File: src/rtl/addsub_pipe.sv
// rtl/addsub_pipe.sv - pipelined W-bit adder/subtractor split into S carry-chain slices.
// Optional ADDSUB_SAT_EN: clamp s to the signed extreme on overflow.
module addsub_pipe #(
  parameter int W = 8,
  parameter int S = 2
) (
  input  logic         clk,
  input  logic         rst_n,
  input  logic         in_valid,
  output logic         in_ready,
  input  logic [W-1:0] a,
  input  logic [W-1:0] b,
  input  logic         sub,
  input  logic         cin,
  output logic         out_valid,
  input  logic         out_ready,
  output logic [W-1:0] s,
  output logic         cout,
  output logic         ovf,
  output logic         zero,
  output logic         neg
);

  localparam int K = W / S;

  logic advance;

  assign advance  = !out_valid || out_ready;
  assign in_ready = advance;

  for (genvar i = 0; i < S; i++) begin : stg
    // Operands shrink by one slice per stage; the result grows by one slice.
    localparam int IW = W - i * K;

    logic [IW-1:0]        a_s;
    logic [IW-1:0]        b_s;
    logic                 c_s;
    logic                 v_s;
    logic [(i+1)*K-1:0]   r_s;
    logic [K-1:0]         g;
    logic [K-1:0]         p;
    logic [K-1:0]         sum;
    logic [K:0]           cy;
    logic                 v_q;

    if (i == 0) begin : src
      assign a_s = a;
      assign b_s = b ^ {W{sub}};
      assign c_s = cin ^ sub;
      assign v_s = in_valid;
      assign r_s = sum;
    end else begin : src
      assign a_s = stg[i-1].skw.a_q;
      assign b_s = stg[i-1].skw.b_q;
      assign c_s = stg[i-1].skw.c_q;
      assign v_s = stg[i-1].v_q;
      assign r_s = {sum, stg[i-1].skw.r_q};
    end

    always_comb begin
      g     = a_s[K-1:0] & b_s[K-1:0];
      p     = a_s[K-1:0] ^ b_s[K-1:0];
      cy    = '0;
      cy[0] = c_s;
      for (int j = 0; j < K; j++) begin
        cy[j+1] = g[j] | (p[j] & cy[j]);
      end
      sum = p ^ cy[K-1:0];
    end

    always_ff @(posedge clk or negedge rst_n) begin
      if (!rst_n) begin
        v_q <= 1'b0;
      end else if (advance) begin
        v_q <= v_s;
      end
    end

    if (i < S - 1) begin : skw
      logic [IW-K-1:0]    a_q;
      logic [IW-K-1:0]    b_q;
      logic               c_q;
      logic [(i+1)*K-1:0] r_q;

      always_ff @(posedge clk or negedge rst_n) begin
        if (!rst_n) begin
          a_q <= '0;
          b_q <= '0;
          c_q <= 1'b0;
          r_q <= '0;
        end else if (advance) begin
          a_q <= a_s[IW-1:K];
          b_q <= b_s[IW-1:K];
          c_q <= cy[K];
          r_q <= r_s;
        end
      end
    end else begin : fin
      logic [W-1:0] s_d;
      logic         ovf_d;
      logic [W-1:0] s_q;
      logic         cout_q;
      logic         ovf_q;
      logic         zero_q;
      logic         neg_q;

      always_comb begin
        ovf_d = (a_s[K-1] == b_s[K-1]) && (r_s[W-1] != a_s[K-1]);
        s_d   = r_s;
`ifdef ADDSUB_SAT_EN
        if (ovf_d) begin
          s_d = a_s[K-1] ? {1'b1, {(W-1){1'b0}}} : {1'b0, {(W-1){1'b1}}};
        end
`endif
      end

      always_ff @(posedge clk or negedge rst_n) begin
        if (!rst_n) begin
          s_q    <= '0;
          cout_q <= 1'b0;
          ovf_q  <= 1'b0;
          zero_q <= 1'b0;
          neg_q  <= 1'b0;
        end else if (advance) begin
          s_q    <= s_d;
          cout_q <= cy[K];
          ovf_q  <= ovf_d;
          zero_q <= (s_d == '0);
          neg_q  <= s_d[W-1];
        end
      end
    end
  end

  assign out_valid = stg[S-1].v_q;
  assign s         = stg[S-1].fin.s_q;
  assign cout      = stg[S-1].fin.cout_q;
  assign ovf       = stg[S-1].fin.ovf_q;
  assign zero      = stg[S-1].fin.zero_q;
  assign neg       = stg[S-1].fin.neg_q;

endmodule

File: config.mk
export PLATFORM = sky130hd
export DESIGN_NAME = addsub_pipe
export DESIGN_NICKNAME = d
export VERILOG_FILES = /design/src/rtl/addsub_pipe.sv
export SDC_FILE = /design/constraint.sdc
export NUM_CORES = 1
export LEC_CHECK = 0
export ABC_AREA = 0
export BUFFER_PORTS_ARGS = -buffer_cell sky130_fd_sc_hd__buf_2
export CORE_ASPECT_RATIO = 1.75
export CORE_UTILIZATION = 31
export CTS_CLUSTER_SIZE = 25
export DETAILED_ROUTE_END_ITERATION = 12
export PLACE_DENSITY_LB_ADDON = 0.08
export SYNTH_ARGS = -nofsm -noshare
export SYNTH_HDL_FRONTEND = slang
export SYNTH_SLANG_ARGS = --single-unit
export TNS_END_PERCENT = 1
File: constraint.sdc
create_clock -name clk -period 2.9 [get_ports clk]
set_input_delay 0.435 -clock clk [delete_from_list [all_inputs] [get_ports clk]]
set_output_delay 0.435 -clock clk [all_outputs]
set_load 0.01 [all_outputs]
# After elaboration in Yosys (flattened, before gate mapping)
# Cells that the tools add are included.
[classes]
n_eq_ne = 2
bitwise = 24
n_reduce_logical = 4
[ops]
columns = ["op", "n"]
rows = [
  ["4-bit XOR", 4],
  ["1-bit bitwise AND", 8],
  ["4-bit bitwise AND", 2],
  ["8-bit zero test", 1],
  ["1-bit OR", 8],
  ["8-bit XOR", 1],
  ["1-bit equality test", 1],
  ["1-bit logical AND", 1],
  ["1-bit zero test", 1],
  ["1-bit logical OR", 1],
  ["1-bit inequality test", 1],
  ["1-bit XOR", 1],
]
[totals]
ff_bits = 27
inputBits = 22
out_inout_bits = 14
word_cells = 41

# Longest topological paths before layout
# Gate-level depths: netlist (run 1).
[logic_depth]
ltp_word = 10
depth_mapped = 9
ltp_nobuf = 9

# Least setup slack after synthesis (run 1)
# No wires, ideal clock.
[synth_path]
path_kind = "input -> register"
startpoint = "input port sub"
endpoint = "register stg[0].skw.r_q[3]"
setup_ns = 0.125
t_arrival_ns = 2.623
required_time_ns = 2.775
path_slack_ns = 0.152
cell_stages = 8
cell_sequence = "buf_2 > xnor2_1 > fa_1 > fa_1 > fa_1 > inv_1 > fa_1 > mux2_2"
[synth_between]
elab_chain_cells = 9
elab_cells_between_ends = 11
cone_classes = "11 x bitwise"
[synth_lines]
columns = ["item", "line_no", "rtl"]
rows = [
  ["start, declared", "13", "input logic sub,"],
  ["8-bit XOR", "48", "assign b_s = b ^ {W{sub}};"],
  ["4-bit XOR", "62", "p = a_s[K-1:0] ^ b_s[K-1:0];"],
  ["1-bit bitwise AND", "66", "cy[j+1] = g[j] | (p[j] & cy[j]);"],
  ["1-bit OR", "66", ""],
  ["1-bit bitwise AND", "66", ""],
  ["1-bit OR", "66", ""],
  ["1-bit bitwise AND", "66", ""],
  ["1-bit OR", "66", ""],
  ["4-bit XOR *", "68", "sum = p ^ cy[K-1:0];"],
  ["net stg[0].r_s[3]", "39", "logic [(i+1)*K-1:0] r_s;"],
  ["end signal, assigned", "95", "r_q <= r_s;"],
  ["end, declared", "83", "logic [(i+1)*K-1:0] r_q;"],
]
# The timed path passes the listed nets; every way through them passes the cells marked *.
# A chain may end at the register's enable or synchronous reset.

# Worst setup path in the final report (run 1)
[layout_path]
startpoint = "register stg[0].skw.a_q[0]"
endpoint = "register stg[1].fin.zero_q (netlist: zero)"
[layout_between]
elab_chain_cells = 9
elab_cells_between_ends = 10
cone_classes = "9 x bitwise; 1 x reduce/logical"
[layout_lines]
columns = ["item", "line_no", "rtl"]
rows = [
  ["start, declared", "80", "logic [IW-K-1:0] a_q;"],
  ["start signal, assigned", "92", "a_q <= a_s[IW-1:K];"],
  ["4-bit XOR", "62", ""],
  ["1-bit bitwise AND", "66", ""],
  ["1-bit OR", "66", ""],
  ["1-bit bitwise AND", "66", ""],
  ["1-bit OR", "66", ""],
  ["1-bit bitwise AND", "66", ""],
  ["1-bit OR", "66", ""],
  ["4-bit XOR *", "68", ""],
  ["8-bit zero test *", "128", "zero_q <= (s_d == '0);"],
  ["end signal, assigned", "128", ""],
  ["end, declared", "104", "logic zero_q;"],
]
# Mark *: on every way between the ends. The rest lies on a longest branch, timed or not.

==> results of run 1 <==
==> logic make-up (layout without fill, tap and decap cells) <==
family	Yosys count	count (layout)
AND/OR/NAND/NOR	12	12
adder cells (fa/ha/maj)	9	9
XOR/XNOR	10	10
multiplexers	17	17
buffers and inverters	18	54
flip-flops	26	26
AO/OA/AOI/OAI	8	8
==> layer usage <==
metal	share of wire	vias to the layer above
li1	-	394
met1	0.39	441
met2	0.54	32
met3	0.046	5
met4	0.019	0
met5	0	-
==> per-stage QoR <==
stage	hold slack (ps)	util
2_1_floorplan	139	-
3_3_place_gp	447	0.373
3_5_place_dp	466	0.373
4_1_cts	180	0.386
5_1_grt	208	0.386
6_report	153	0.386
==> worst min path at each step <==
stage	startpoint	end	slack, ps	cells past startpoint
finish	rst_n	s[6]	150	1
global route	rst_n	s[5]	210	1
CTS	rst_n	s[6]	180	1
detailed placement	stg[0].v_q	out_valid	470	1
global placement	stg[0].v_q	out_valid	450	1
floorplan	rst_n	cout	140	0
==> critical path, cell delays in order (launching register included) <==
cell     delay (ps)
dfrtp_1         360
inv_1            60
fa_1            410
inv_1            90
fa_1            180
fa_1            160
inv_1            60
fa_1            550
or4bb_1         510
o31ai_1         190
==> cell usage in the layout, fill, tap and decap left out <==
| master | count |
|---|---|
| nand3b_1 | 8 |
| or4_1 | 1 |
| mux2i_1 | 2 |
| o21ai_0 | 6 |
| or4bb_1 | 1 |
| mux2_2 | 7 |
| xor2_1 | 4 |
| o31ai_1 | 2 |
| or2_2 | 1 |
| buf_2 | 35 |
| mux2_4 | 8 |
| clkbuf_8 | 4 |
| xnor2_1 | 6 |
| inv_1 | 12 |
| ha_1 | 1 |
| nor2b_4 | 1 |
| fa_1 | 8 |
| dfrtp_1 | 26 |
| buf_4 | 3 |
==> where the power goes <==
part           internal, mW  switching [mW]  total, mW
combinational         0.202           0.175      0.377
sequential            0.463          0.0646      0.527
clock                 0.121           0.113      0.234
==> layout make-up <==
cell class,instances,area share
clock buffer,4,0.0337
multi-input combinational,56,0.382
tap,49,0.0375
sequential,26,0.398
inverter,12,0.0276
timing repair buffer,38,0.121
==> state kept, by name, summed over array words and instances (netlist names) <==
register	flops
s	8
stg.skw.a_q	4
stg.skw.b_q	4
stg.skw.r_q	4
cout	1
out_valid	1
ovf	1
stg.skw.c_q	1
stg.v_q	1
zero	1
==> flow_summary.ini, run 1 <==
[sta]
fmax_mhz = 375
setup_ws_ps = 231
max_slew.worst_pin.slew_ps = 689
max-slew-margin-rel = 0.540
hold_violations = 0
skew_ps = 3.94
fin_crit_ps = 2670
rsz0062_at_grt = no
slew_viol_final = 0
fin_setup_tns_ps = 0
finalSetupViolCount = 0
fin_crit_sh = 0.920

[synth]
ys_seq_elements = 26
syn_nets = 131
netlist.area_leader.share = 0.469
synth_top_family_by_area = multiplexers
synth.distinct_cells = 21
synth-edff-count = 0
synth_top_area_cell = dfrtp_1
synth-seq-area-share = 0.469
synth-async-reset-ratio = 1.00
synth_area_leaders = dfrtp_1 47%, fa_1 12%, mux2_4 8.7%, mux2_2 5.7%, nand3b_1 4.3%
ys.flop_type = dfrtp_1
synth-xor-area-share = 0.0631
synth_compound_area_frac = 0.0325
synth.cell_area_um2 = 1390
yosys_warnings = 0
synthCells = 100
synth_most_common_cell = dfrtp_1
synth_simple_gate_area_frac = 0.0712
syn_avg_cell_area_um2 = 13.9
synthMuxAreaShare = 0.158
synth_fa_ha_area_frac = 0.124
ys_top_cells_by_count = 26 x dfrtp_1, 12 x inv_1, 8 x fa_1, 8 x mux2_4, 8 x nand3b_1

[die]
chipHeight_um = 90.5
core-area_um2 = 4230
rows = 31
initial_core_util = 0.328
dieArea_um2 = 4760
boundaryPins = 36
fp.dieW_um = 52.6

[global_routing]
met3_usage = 0.0219
overflow = 0
grt_max_degree = 27
grt-busiest-layer = met2
use_met2 = 0.194
grt_pass1_wl_um = 4160
met1_usage = 0.145
globalRouteTotalUtil = 0.118
grt_pass1_vias = 897
antenna_found_initial = 0

[clock_network]
cts_resized = 0
htree_levels = 1
cts_buffers = 3
clock_latency_ps = 270
postCtsSetupBuffers = 0
cts.clk_slew.worst_paths_ps = 90
cts.path.max_buffers = 2
cts.root.buffer_cell = clkbuf_8
numClockSinks = 26
hold_buffers = 0
cts_tree = done

[setup_path]
r2r-end = zero
r2r_cells = 9
crit_type = register to register
start_kind = register
crit_start = stg[0].skw.a_q[0]
worstSetupEndpointType = register
worst_ep_arrival_time_ps = 2850
crit_required_ps = 3080
crit_end = zero
critPathMaxFanout = 3
reg2reg_from = stg[0].skw.a_q[0]
reg2reg_slack_ps = 230

[routing]
wl_um = 2470
wl_per_cell_um = 13.3
num_vias = 872
drc = 0
vias_per_cell = 4.71
drtPass1Iterations = 4
postRouteAntennaNets = 0
drtIter0Drc = 20

[cells_and_area]
multiInputGateArea_um2 = 623
fin_nets = 168
diodes = 0
final_area_um2 = 1630
ff_latch_area_um2 = 651
final-instance-count-excl-fill = 185
drive_gt1_frac = 0.434
synthToLayoutAreaGrowth_pct = 17.7
nFillCells = 437

[power_and_ir_drop]
p_total_mw = 1.14
p_leak_nw = 0.790
irDropWorstVdd_mv = 0.271
p_per_area_nw_per_um2 = 697

[place]
placed_cell_area_um2 = 1580
io_buffers = 35
dp_cells = 181
dp_hpwl_um = 1890
place_worst_setup_slack_ps = 128
gp_congestion = 0.712

[run]
maxCapViolCount = 0

[hold_path]
holdCritPathClass = input pin to async pin

[outcome]
outcome = complete, no violations
Note: power is estimated with default switching activity, not from simulation.
==> run 2: changes to the inputs <==
- ABC_AREA: 0 -> 1
- GPL_TIMING_DRIVEN: unset -> 0
==> run 2 against run 1 <==
Effect of this change:
- sequential cell count unchanged
- die area shrank 1.1%
- area after synthesis is 1.1% lower
- largest power group unchanged
==> flow_summary.ini, run 2 <==
[setup_path]
worst_path_max_delay_cell = fa_1
start_kind = register
critPathMaxFanout = 3
crit_required_ps = 3060
crit_type = register to register
cpPeakStageDelay_ps = 480
worstSetupEndpointType = register
worst_ep_arrival_time_ps = 2560
worstPathCellList = inv_1 > fa_1 > inv_1 > fa_1 > fa_1 > inv_1 > fa_1 > inv_1 > nor2_1 > nand3_1 > nand2_1

[global_routing]
use_met2 = 0.228
met3_usage = 0.0152
antenna_found_initial = 0
grt_pass1_wl_um = 4560
overflow = 0
grt_pass1_vias = 974
grt_max_degree = 27
grt-busiest-layer = met2
met1_usage = 0.156
globalRouteTotalUtil = 0.128

[die]
rows = 31
boundaryPins = 36
dieArea_um2 = 4710
initial_core_util = 0.328
core-area_um2 = 4190
chipHeight_um = 90.0
fp.dieW_um = 52.3

[clock_network]
clock_latency_ps = 260
numClockSinks = 26
cts.path.max_buffers = 2
cts_resized = 0
cts_buffers = 3
cts.clk_slew.worst_paths_ps = 90
cts.root.buffer_cell = clkbuf_8
cts_tree = done
htree_levels = 1
postCtsSetupBuffers = 0
hold_buffers = 0

[sta]
skew_ps = 3.78
fin_setup_tns_ps = 0
fin_crit_sh = 0.827
max-slew-margin-rel = 0.599
slew_viol_final = 0
fin_crit_ps = 2400
finalSetupViolCount = 0
fmax_mhz = 417
hold_violations = 0
rsz0062_at_grt = no
max_slew.worst_pin.slew_ps = 601

[place]
dp_cells = 217
dp_hpwl_um = 2080
gp_congestion = 0.755
io_buffers = 34

[synth]
synth-edff-count = 0
synthCells = 134
syn_avg_cell_area_um2 = 10.2
synth.cell_area_um2 = 1370
syn_nets = 165
synth-async-reset-ratio = 1.00
ys.flop_type = dfrtp_1
synth_area_leaders = dfrtp_1 47%, fa_1 12%, nand2_1 9.6%, o21ai_2 7.0%, xnor2_1 5.7%
netlist.area_leader.share = 0.474
ys_seq_elements = 26
ys_top_cells_by_count = 35 x nand2_1, 26 x dfrtp_1, 19 x inv_1
synth_top_area_cell = dfrtp_1
synth_most_common_cell = nand2_1
synth.distinct_cells = 19
synth-seq-area-share = 0.474
yosys_warnings = 0

[run]
maxCapViolCount = 0

[routing]
wl_um = 2660
num_vias = 970
drtIter0Drc = 7
wl_per_cell_um = 12.1
drc = 0
drtPass1Iterations = 4
postRouteAntennaNets = 0
vias_per_cell = 4.41

[cells_and_area]
largest_register_ffs = 8
final-instance-count-excl-fill = 220
layout_commonest_cell = nand2_1
synthToLayoutAreaGrowth_pct = 19.9
diodes = 0
drive_gt1_frac = 0.327
final_cell_mix = 35 x nand2_1, 34 x buf_2, 26 x dfrtp_1
fin_nets = 204

[power_and_ir_drop]
p_total_mw = 1.14
p_per_area_nw_per_um2 = 694
irDropWorstVdd_mv = 0.319
p_leak_nw = 0.840

[outcome]
outcome = complete, no violations

[hold_path]
holdCritPathClass = input pin to async pin
-- run 2: changes by cell type after synthesis, sizes merged, moves of 2 or more --
cell	delta
nor2	+5
xor2	-3
o31ai	-2
nand3b	-8
mux2i	-2
nand2	+36
xnor2	+3
inv	+8
mux2	-15
o21ai	+14
-- run 2: final timing paths --
check	start	to	slack, ps	depth (start not counted)
max	stg[0].skw.a_q[0]	zero	500	11
min reg2reg	stg[0].v_q	out_valid	470	2
max reg2reg	stg[0].skw.a_q[0]	zero	500	11
min in group clk	a[6]	stg[0].skw.a_q[2]	370	3
min	rst_n	s[7]	170	1
max in group asynchronous	rst_n	stg[0].skw.a_q[0]	2340	1
-- run 2: critical path, delay by kind of cell (launching register included) --
family                     cells  cell delay (ps)
adders and majority gates      4             1430
DFF                            1              360
buffers and inverters          4              330
and+or+nand+nor                3              190
-- run 2: logic make-up (layout without fill, tap and decap cells) --
logic type | Yosys count | in the layout | share of synthesized area
simple gates | 42 | 42 | 0.121
buf+inv | 26 | 63 | 0.108
flops | 26 | 26 | 0.474
fa+ha+maj | 9 | 9 | 0.126
compound gates | 21 | 21 | 0.107
xor+xnor | 10 | 10 | 0.0638
-- run 2: area by class of cell --
type | count | area (um^2)
repair buffers | 34 | 170
multi-input cells | 82 | 573
inverters | 20 | 80.1
flip-flops and latches | 26 | 651
fillers | 446 | 2540
well taps | 49 | 61.3
plain buffers | 6 | 68.8
clock buffers | 3 | 41.3
-- run 2: power breakdown --
part           switching, mW  internal [mW]  leakage (nW)  total [mW]
registers             0.0517          0.458         0.315       0.510
logic                  0.234          0.196         0.504       0.430
clock network          0.109         0.0929        0.0216       0.202
-- run 2: routing by layer --
metal | vias up | part of all wire
li1 | 477 | -
met1 | 469 | 0.42
met2 | 22 | 0.54
met3 | 2 | 0.031
met4 | 0 | 0.0087
met5 | - | 0
-- run 2: through the flow --
stage	util	worst slack [ps]	hold slack, ps	cell area (um^2)
2_1_floorplan	-	325	139	1370
3_3_place_gp	0.383	232	435	1600
3_5_place_dp	0.383	212	454	1600
4_1_cts	0.393	499	187	1650
5_1_grt	0.393	326	205	1650
6_report	0.393	501	169	1650
==> run 3: changes to the inputs <==
- ABC_AREA: 1 -> 0
- clock period: 2.9 -> 2 ns (I/O delays scaled with it)
==> run 3 against run 2 <==
Effect of this change:
- the flow now finishes with violations (negative setup slack)
- clock power up 110%
- register-to-register slack worse by 1000 ps
- clock-buffer cell count unchanged
==> flow_summary.ini, run 3 (synthesis results as in run 1) <==
[cells_and_area]
final_cell_mix = 34 x buf_2, 26 x dfrtp_1, 8 x mux2_4, 8 x nand3b_1
final_area_um2 = 1740
drive_gt1_frac = 0.539
fin_nets = 173
synthToLayoutAreaGrowth_pct = 25.7
post-route-util = 0.413
largest_register_ffs = 8
diodes = 0
final-instance-count-excl-fill = 190
layout_commonest_cell = buf_2

[global_routing]
grt_pass1_vias = 908
globalRouteTotalUtil = 0.119
grt_max_degree = 27
antenna_found_initial = 0
overflow = 0
grt_pass1_wl_um = 4180

[hold_path]
holdCritPathClass = input pin to async pin

[die]
fp.dieW_um = 52.6
boundaryPins = 36
chipHeight_um = 90.5
core-area_um2 = 4230
dieArea_um2 = 4760
initial_core_util = 0.328
rows = 31

[sta]
fin_crit_ps = 2500
slew_viol_final = 0
fin_setup_tns_ps = -1470
finalSetupViolCount = 4
setup_ws_ps = -497
skew_ps = 2.63
fmax_mhz = 400
max-slew-margin-rel = 0.608
hold_violations = 0
fin_crit_sh = 1.25
rsz0062_at_grt = yes
hold_ws_ps = 23.4
max_slew.worst_pin.slew_ps = 588

[clock_network]
cts.path.max_buffers = 2
cts_buffers = 3
numClockSinks = 26
cts.clk_slew.worst_paths_ps = 90
cts_tree = done
cts.root.buffer_cell = clkbuf_8
htree_levels = 1
clock_latency_ps = 270

[routing]
wl_met2_um = 1310
postRouteAntennaNets = 0
wl_per_cell_um = 13.2
drc = 0
num_vias = 854
drtIter0Drc = 22
top_layer = met4
met1_length_um = 1050
drtPass1Iterations = 4
vias_per_cell = 4.49
wl_um = 2510
routed-wl-met3_um = 110

[power_and_ir_drop]
p_leak_nw = 0.829
irDropWorstVdd_mv = 0.428
p_per_area_nw_per_um2 = 1040

[setup_path]
worst_ep_arrival_time_ps = 2660
crit_type = register to register
crit_required_ps = 2170
worstSetupEndpointType = register
reg2reg_slack_ps = -500
start_kind = register
critPathMaxFanout = 2

[place]
io_buffers = 34
placed_cell_area_um2 = 1640
gp_congestion = 0.646
dp_cells = 183
dp_hpwl_um = 1950

[outcome]
outcome = finished, violations left
violations = negative setup slack

[run]
maxCapViolCount = 0
run 3: cell types whose count changed in the layout (fill, tap and decap cells not counted), sizes merged, moves of 5 or more:
| cell | before | now |
|---|---|---|
| nor2 | 5 | 0 |
| o21ai | 20 | 6 |
| nand3b | 0 | 8 |
| nand2 | 36 | 0 |
| mux2 | 0 | 15 |
| inv | 20 | 12 |
run 3: worst paths after layout:
check,startpoint,end,cells past startpoint
min,rst_n,s[6],1
max,stg[0].skw.a_q[0],ovf,10
max in group asynchronous,rst_n,ovf,1
min reg2reg,stg[0].v_q,out_valid,1
max reg2reg,stg[0].skw.a_q[0],ovf,10
min in group clk,a[6],stg[0].skw.a_q[2],2
run 3: per-layer routing:
metal / vias to the layer above / GRT usage
met5: - / 0
met4: 0 / 0.0461
met3: 5 / 0.0253
met2: 27 / 0.203
met1: 415 / 0.140
li1: 407 / -
run 3: timing repair:
item / CTS / global route
hold buffers: 0 / 0
setup buffers: 2 / 1
setup endpoints to repair: 5 / 6
resized for setup: 2 / 6
pin swaps: 3 / 1
run 3: final cells by class:
cell class / count / area [um^2]
multi-input combinational: 56 / 648
clock buffer: 3 / 41.3
inverter: 12 / 45.0
fill: 423 / 2480
clock inverter: 1 / 30.0
timing repair buffer: 37 / 193
sequential: 26 / 651
buffer: 6 / 75.1
tap: 49 / 61.3
run 3: stage by stage:
step                worst slack (ps)  total power, mW
floorplan                       -449             1.15
global placement                -690             1.37
CTS                             -584             1.85
finish                          -497             1.82
detailed placement              -683             1.39
global route                    -610             1.95
run 3: report_power, final:
part           leakage, nW  internal (mW)  switching [mW]
logic                0.485          0.351           0.284
registers            0.309          0.671          0.0882
clock network       0.0357          0.268           0.159
run 3: critical path, stage by stage (launching register included):
cell     delay (ps)
dfrtp_1         390
inv_2            70
fa_2            190
inv_2            40
fa_2            330
fa_2            360
inv_2            60
fa_1            440
buf_4           160
xor2_1          130
o31ai_1         220
